**config.mk**
```make
export PLATFORM = sky130hd
export DESIGN_NAME = mac_array_seq
export DESIGN_NICKNAME = d
export VERILOG_FILES = /design/src/rtl/mac_array_seq_pkg.sv /design/src/rtl/mac_array_seq_addr_cnt.sv /design/src/rtl/mac_array_seq.sv
export SDC_FILE = /design/constraint.sdc
export NUM_CORES = 1
export LEC_CHECK = 0
export CAP_MARGIN = 20
export CORE_AREA = 2 2 84 86
export DETAILED_ROUTE_END_ITERATION = 7
export DIE_AREA = 0 0 86 88
export HOLD_SLACK_MARGIN = 0.06
export PLACE_DENSITY = 0.74
export SYNTH_ARGS = -nofsm -noshare
export SYNTH_HDL_FRONTEND = slang
export SYNTH_SLANG_ARGS = --single-unit
```
**constraint.sdc**
```tcl
create_clock -name clk -period 1.75 [get_ports clk]
set_input_delay 0.35 -clock clk [delete_from_list [all_inputs] [get_ports clk]]
set_output_delay 0.35 -clock clk [all_outputs]
set_load 0.03 [all_outputs]
```
**src/rtl/mac_array_seq_pkg.sv**
```systemverilog
// Shared types and constants for the MAC-array sequencer.
package mac_array_seq_pkg;

  typedef enum logic [2:0] {
    ST_IDLE  = 3'd0,
    ST_LOAD  = 3'd1,
    ST_GAP   = 3'd2,
    ST_EXEC  = 3'd3,
    ST_DRAIN = 3'd4,
    ST_DONE  = 3'd5
  } state_e;

  localparam logic [1:0] INST_IDLE = 2'b00;
  localparam logic [1:0] INST_LOAD = 2'b01;
  localparam logic [1:0] INST_EXEC = 2'b10;

  localparam int COL_ID_W = 3;
  localparam int COL_MAX  = 8;
  // Column i holds id i: {7,6,5,4,3,2,1,0}.
  localparam logic [COL_ID_W*COL_MAX-1:0] COL_ID_DEFAULT = 24'hFAC688;

endpackage

```
**src/rtl/mac_array_seq_addr_cnt.sv**
```systemverilog
// Address counter with clear (priority), enable-increment and hold; wraps modulo 2^W.
// Registered output, updates one cycle after clr/en.
module seq_addr_cnt
  import mac_array_seq_pkg::*;
#(
  parameter int W = 6
) (
  input  logic         clk,
  input  logic         reset,
  input  logic         clr,
  input  logic         en,
  output logic [W-1:0] addr
);

  logic [W-1:0] addr_q, addr_d;

  always_comb begin
    addr_d = addr_q;
    if (clr) begin
      addr_d = '0;
    end else if (en) begin
      addr_d = addr_q + 1'b1;
    end
  end

  always_ff @(posedge clk or negedge reset) begin
    if (!reset) begin
      addr_q <= '0;
    end else begin
      addr_q <= addr_d;
    end
  end

  assign addr = addr_q;

endmodule

```
**src/rtl/mac_array_seq.sv**
```systemverilog
// Sequencer for the weight-stationary MAC array: load, gap, execute, drain.
// done = col+N+3+D cycles after start; stall pauses EXEC reads only.
module mac_array_seq
  import mac_array_seq_pkg::*;
#(
  parameter int col = 8,
  parameter int pr  = 8,
  parameter int aw  = 6
) (
  input  logic                    clk,
  input  logic                    reset,
  input  logic                    start,
  input  logic [aw-1:0]           n_act,
  input  logic                    stall,
  input  logic                    cfg_we,
  input  logic [COL_ID_W*col-1:0] cfg_data,
  input  logic                    fifo_wr_last,
  output logic [1:0]              inst,
  output logic                    w_rd_en,
  output logic [aw-1:0]           w_addr,
  output logic                    x_rd_en,
  output logic [aw-1:0]           x_addr,
  output logic [COL_ID_W*col-1:0] col_ids,
  output logic                    busy,
  output logic                    done
);

  if (col < 1 || col > COL_MAX || pr < 1) begin : g_bad_cfg
    $error("mac_array_seq: col must be 1..8 and pr must be >= 1");
  end

  localparam logic [COL_ID_W*col-1:0] COL_ID_RST = COL_ID_DEFAULT[COL_ID_W*col-1:0];
  localparam logic [aw-1:0]           LOAD_LAST  = aw'(col - 1);

  state_e                  state_q, state_d;
  logic [aw-1:0]           n_act_q, n_act_d;
  logic [aw-1:0]           k_cnt_q, k_cnt_d;
  logic [aw-1:0]           wr_cnt_q, wr_cnt_d;
  logic [1:0]              inst_q, inst_d;
  logic [COL_ID_W*col-1:0] col_ids_q, col_ids_d;
  logic                    start_acc;
  logic                    w_en;
  logic                    x_en;
  logic                    counting;

  always_comb begin
    state_d   = state_q;
    n_act_d   = n_act_q;
    k_cnt_d   = k_cnt_q;
    wr_cnt_d  = wr_cnt_q;
    col_ids_d = col_ids_q;
    start_acc = 1'b0;
    w_en      = 1'b0;
    x_en      = 1'b0;
    counting  = 1'b0;

    case (state_q)
      ST_IDLE: begin
        if (cfg_we) begin
          col_ids_d = cfg_data;
        end
        if (start) begin
          start_acc = 1'b1;
          n_act_d   = n_act;
          k_cnt_d   = '0;
          wr_cnt_d  = '0;
          state_d   = ST_LOAD;
        end
      end
      ST_LOAD: begin
        w_en     = 1'b1;
        counting = 1'b1;
        if (w_addr == LOAD_LAST) begin
          state_d = ST_GAP;
        end
      end
      ST_GAP: begin
        counting = 1'b1;
        state_d  = (n_act_q != '0) ? ST_EXEC : ST_DONE;
      end
      ST_EXEC: begin
        counting = 1'b1;
        if (!stall) begin
          x_en    = 1'b1;
          k_cnt_d = k_cnt_q + 1'b1;
          if (({1'b0, k_cnt_q} + 1'b1) == {1'b0, n_act_q}) begin
            state_d = ST_DRAIN;
          end
        end
      end
      ST_DRAIN: begin
        counting = 1'b1;
        // The registered inst must also be idle so the last execute beat has left.
        if (wr_cnt_q == n_act_q && inst_q == INST_IDLE) begin
          state_d = ST_DONE;
        end
      end
      ST_DONE: begin
        state_d = ST_IDLE;
      end
      default: begin
        state_d = ST_IDLE;
      end
    endcase

    if (counting && fifo_wr_last && wr_cnt_q != '1) begin
      wr_cnt_d = wr_cnt_q + 1'b1;
    end

    inst_d = {x_en, w_en};
  end

  always_ff @(posedge clk or negedge reset) begin
    if (!reset) begin
      state_q   <= ST_IDLE;
      n_act_q   <= '0;
      k_cnt_q   <= '0;
      wr_cnt_q  <= '0;
      inst_q    <= INST_IDLE;
      col_ids_q <= COL_ID_RST;
    end else begin
      state_q   <= state_d;
      n_act_q   <= n_act_d;
      k_cnt_q   <= k_cnt_d;
      wr_cnt_q  <= wr_cnt_d;
      inst_q    <= inst_d;
      col_ids_q <= col_ids_d;
    end
  end

  seq_addr_cnt #(.W(aw)) u_w_cnt (
    .clk   (clk),
    .reset (reset),
    .clr   (start_acc),
    .en    (w_en),
    .addr  (w_addr)
  );

  seq_addr_cnt #(.W(aw)) u_x_cnt (
    .clk   (clk),
    .reset (reset),
    .clr   (start_acc),
    .en    (x_en),
    .addr  (x_addr)
  );

  assign inst    = inst_q;
  assign w_rd_en = w_en;
  assign x_rd_en = x_en;
  assign col_ids = col_ids_q;
  assign busy    = (state_q != ST_IDLE);
  assign done    = (state_q == ST_DONE);

endmodule

```
Word level (Yosys, flattened, before mapping)
Index checks and enable logic that the tools add are counted.

Mux-type cells: 22. Reductions and logical operators: 18. Equality and inequality tests: 14. $add $sub $neg: 5.

Operators by type and width (number): $mux 6 (8); $add 6x1->6 const B (4); $mux 3 (6); $pmux 3 s5 (1); $pmux 6 s2 (1); $ne 2x2->1 const B (5); $reduce_bool 2->1 (5); $add 6x1->7 const B (1); $eq 7x6->1 (1); $eq 3x2->1 const B (2); $eq 3x3->1 const B (2); $eq 6x3->1 const B (1); $eq 6x6->1 (1); $mux 1 (6); $ne 6x6->1 const B (1); $reduce_and 2->1 (3); $reduce_bool 6->1 (1); $reduce_and 5->1 (1); $reduce_or 4->1 (1); $eq 3x1->1 const B (1); $logic_and 1x1->1 (3); $logic_not 3->1 (1); $reduce_and 3->1 (1); $reduce_bool 3->1 (1); $logic_not 2->1 (1).

Input bits: 36. Word-level logic and storage cells: 67. Register bits: 59. Output and inout bits: 42.

Logic depth before layout (Yosys ltp)
Depth after elaboration: 7. Mapped depth: 8. Depth with buffers taken out: 7.

Cells and area by module
A second synthesis with hierarchy kept.

Cell total of the unflattened synthesis: 232. Area total of the unflattened synthesis: 2831.5 µm².

By module, submodules not included: mac_array_seq (sequential area each 1191.1 µm², area each 2293.4 µm², cells each 184, times used 1); seq_addr_cnt (sequential area each 150.1 µm², area each 269.0 µm², cells each 24, times used 2).

Worst setup path before layout
Ideal clock, no wire load.

Path kind: register -> register. Start point: register u_w_cnt.addr_q[0], in the netlist u_w_cnt.addr[0]. End point: register state_q[0]. Slack: -279 ps. Arrival time: 1901 ps. Library setup time: 128 ps. Data required time: 1622 ps. Path buffers: 0. Cell stages (with the launch flop): 8. Period minus slack after synthesis: 2029 ps. Cells stage by stage: dfrtp_1 > ha_1 > nand2_1 > or4_1 > nand2_1 > o21ai_1 > nor3_2 > mux2_1.

Word-level cells in the longest chain between the ends: 3.

Ends and longest elaborated chain: start: declaration (RTL line mac_array_seq_addr_cnt.sv:15) `logic [W-1:0] addr_q, addr_d;`; start signal: assignment (RTL line mac_array_seq_addr_cnt.sv:30) `addr_q <= addr_d;`; $eq 6x3->1 (RTL line mac_array_seq.sv:73) `if (w_addr == LOAD_LAST) begin`; $ne 2x2->1 (no line); $reduce_and 5->1 (no line); end signal: assignment (RTL line mac_array_seq.sv:122) `state_q <= state_d;`; end: declaration (RTL line mac_array_seq.sv:35) `state_e state_q, state_d;`.

Every way passes these cells. A chain may end at the register's enable or synchronous reset.

Final worst setup path
Start point: register k_cnt_q[0]. End point: register state_q[0].

Word-level cells in the longest chain between the ends: 4.

Ends and longest elaborated chain: start: declaration (RTL line mac_array_seq.sv:37) `logic [aw-1:0] k_cnt_q, k_cnt_d;`; start signal: assignment (RTL line mac_array_seq.sv:124) `k_cnt_q <= k_cnt_d;`; $add 6x1->7 (RTL line mac_array_seq.sv:86) `if (({1'b0, k_cnt_q} + 1'b1) == {1'b0, n_act_q}) begin`; $eq 7x6->1 (RTL line mac_array_seq.sv:86); $ne 2x2->1 (no line); $reduce_and 5->1 (no line).

Every way passes these cells.

==> key figures <==
Routing
  – Post-DRT Antenna Nets: 0
  – Routed WL: 7.11 mm
  – WL per Instance: approximately 15 µm
  – Initial drt markers: 62
  – Vias: 2,435
  – Vias per inst: 5.20
  – Drt pass-1 iters: 5
  – DRC viols: 0

CTS
  – CTS tree: done
  – Clk Latency, worst-skew pair: 0.33 ns
  – H-tree lvl count: 3
  – Clk root buf: clkbuf_8
  – Total CTS buffers: 9
  – Clk sinks: 59
  – Clock buffer depth: 2
  – Clock edge transition at the registers on the reported setup and hold paths: 0.07 ns

Synthesis
  – Dominant cell type by area after synthesis: dfrtp_1
  – Async set or reset register ratio after synthesis: 100%
  – Synth Net Count: 298
  – EDFF count, synth: 0
  – Synth Warn #: 0
  – Most common cell in the netlist: dfrtp_1
  – Post-synthesis sequential area ratio: 53.1%
  – Post-synth top cells: 47 x dfrtp_1, 39 x nand2_1, 19 x nor2_1
  – Dominant synthesized flop cell: dfrtp_1
  – Cell variety after synth: 38
  – Area contributors post-synth: dfrtp_1 42%, dfstp_2 11%, mux2_2 5.2%, nand2_1 5.2%, xor2_1 5.0%
  – Post-synth top area share: 41.9%
  – Mapped Area: 0.00281 mm²
  – Synth Area per Inst: 10.9 µm²
  – Synth Register Bits: 59
  – Synth Instances: 258

Global route
  – Pin count of the biggest net entering global routing: 60
  – Met2 Resource Use GR: about a third
  – GRT overflow: 0
  – Met3 Resource Use GR: 5.09%
  – Layer with the highest usage: met2
  – Gr usage total: 18.8%
  – First-pass GRT wire length: 11.1 mm
  – Global-route met1 utilization: 22.3%
  – Number of global-route vias before repair: 2,436
  – Initial antenna violation count: 0

Placement
  – Hpwl dp: ~4.7 mm
  – Global placer's final weighted congestion: roughly 0.85
  – Dpl cells: approximately 440
  – Port bufs: 77

Timing
  – Final WS setup: -0.142 ns
  – Slew margin rel.: between 70% and 80%
  – Final Hold Viols: 0
  – Fmax: around 0.53 GHz
  – Pins Over Slew Limit: 0
  – Skew final: 0.00662 ns
  – Slew @ Worst Pin: 0.328 ns
  – Final hold slack: 0.495 ns
  – Period utilization: 108%
  – Min Tclk post-route: 1.89 ns
  – RSZ-0062 raised after global routing: yes
  – # setup viols final: 4

Run status
  – Status: finished, violations left
  – Failing checks: setup timing

Setup path
  – Max incr delay on CP: 0.42 ns
  – FF-to-FF setup slack: -0.14 ns
  – WP data arrival: 2.11 ns
  – Slowest CP cell: dfrtp_1
  – Reg-to-Reg End: state_q[0]
  – CP Cell Sequence: ha_4, nand3_1, xor2_2, xor2_1, a31oi_1, nor3_2, mux2_4
  – Crit path launch type: register
  – Worst setup startpoint: k_cnt_q[0]
  – R2R Path Start: k_cnt_q[0]
  – Worst Path Required: ~2.0 ns
  – Critical path peak fanout: 3
  – Critical path class: register to register
  – R2R depth: 7
  – Worst setup EP type: register

Final layout
  – Area growth from synthesis to layout: 56.5%
  – Filler cells: 532
  – Fin cells: 468
  – Final core occ: 66.1%
  – Nets: 423
  – Layout cell share with drive strength beyond 1: 30.9%
  – N_diodes: 0

Pwr
  – Leak pwr: 0.00206 µW
  – Cell area power density: between 1500 and 2000 mW/mm²
  – VDD IR-drop max: 0.823 mV
  – Total power: 7750 µW

Floorplan
  – Row count: 30
  – Core Box Area: 0.00664 mm²
  – Die area: 0.00757 mm²
  – Die X: 86 µm
  – Ports: 78
  – Die Ht: 88 µm
  – Initial core utilization: between 40% and 50%

Worst hold path
  – HP Start: col_ids[16]
  – End of the worst hold path: col_ids[16]
  – Worst Hold Class: register to register
  – WHS Path Cells: 1

Job
  – Max Cap Violations: 0
## metal layers
layer	routed length, µm	part of all wire, %
met3	465	6.5
met2	3560	50
met1	2960	42
met5	0	0
met4	131	1.8
## placed cells by master (no fill, tap or decap), types with 2 or more instances in the layout
cell,instances
a21oi_1,8
a31oi_1,3
and2_1,2
and3_1,3
buf_12,2
buf_4,36
buf_6,11
bufinv_16,3
clkbuf_8,10
clkdlybuf4s50_1,42
clkinv_2,2
dfrtp_1,45
dfrtp_2,2
dfstp_2,12
dlygate4sd2_1,26
dlymetal6s2s_1,4
ha_1,2
ha_4,2
mux2_1,11
mux2_2,13
nand2_1,39
nand3_1,5
nand3_2,2
nand4_1,5
nor2_1,19
nor3_1,6
o21ai_0,9
o21ai_1,8
xnor2_1,7
xnor2_2,2
xor2_1,15
## sequential cells by signal, indices dropped and copies added (netlist names)
signal,flops
u_x_cnt.addr,6
k_cnt_q,6
u_w_cnt.addr,6
state_q,3
n_act_q,6
inst,2
col_ids,24
wr_cnt_q,6
## worst max-delay path, delay by kind of cell, from the launching register on
family	cells	cell delay, ns
compound gates	1	0.11
flops	1	0.42
xor+xnor	2	0.37
simple gates	2	0.37
mux	1	0.32
fa+ha+maj	1	0.18
## cell type report
type / count / area (µm²) / share of cell area, %
clock buffers: 11 / 141 / 3.22
clock inverters: 5 / 100 / 2.28
inverters: 4 / 22.5 / 0.513
multi-input cells: 185 / 1360 / 31.0
flip-flops and latches: 59 / 1490 / 34.0
well taps: 80 / 100 / 2.28
repair buffers: 124 / 1170 / 26.7
## metrics by stage
stage,instance area (µm²),TNS [ns],worst slack [ns]
floorplan,2830,-0.159,-0.159
global placement,3900,-0.146,-0.0653
detailed placement,3900,-0.261,-0.145
CTS,4230,-0.347,-0.151
global route,4390,-0.701,-0.237
finish,4390,-0.301,-0.142
## logic make-up (layout without fill, tap and decap cells)
family | count (synthesis) | after routing | synth area share [%]
DFF | 59 | 59 | 53.1
xor gates and xnor gates | 25 | 25 | 7.80
buffers and inverters | 14 | 144 | 2.67
and+or+nand+nor | 94 | 94 | 17.1
adders and majority gates | 4 | 4 | 1.78
muxes | 26 | 26 | 10.4
AOI/OAI and AO/OA | 36 | 36 | 7.17
## worst max path at each step
stage | end | slack [ns] | cells past startpoint
2_1_floorplan | state_q[0] | -0.16 | 7
3_3_place_gp | u_x_cnt.addr[5] | -0.07 | 6
3_5_place_dp | state_q[0] | -0.14 | 7
4_1_cts | state_q[0] | -0.15 | 7
5_1_grt | state_q[0] | -0.24 | 7
6_report | state_q[0] | -0.14 | 7
## repair_timing
action	in CTS	in global routing
pin swaps	2	8
hold buffers	1	0
hold endpoints to repair	47	0
setup endpoints to repair	32	30
buffers inserted	10	4
cloned	0	1
resized for setup	42	29
## power breakdown
group          switching (µW)  total (µW)  leakage [µW]  internal [µW]
clock                     521        1500      0.000123            980
combinational            2080        3940       0.00121           1860
sequential                356        2310      0.000732           1960
total                    2950        7750       0.00206           4800
No activity file was read; power rests on OpenSTA's default activity.
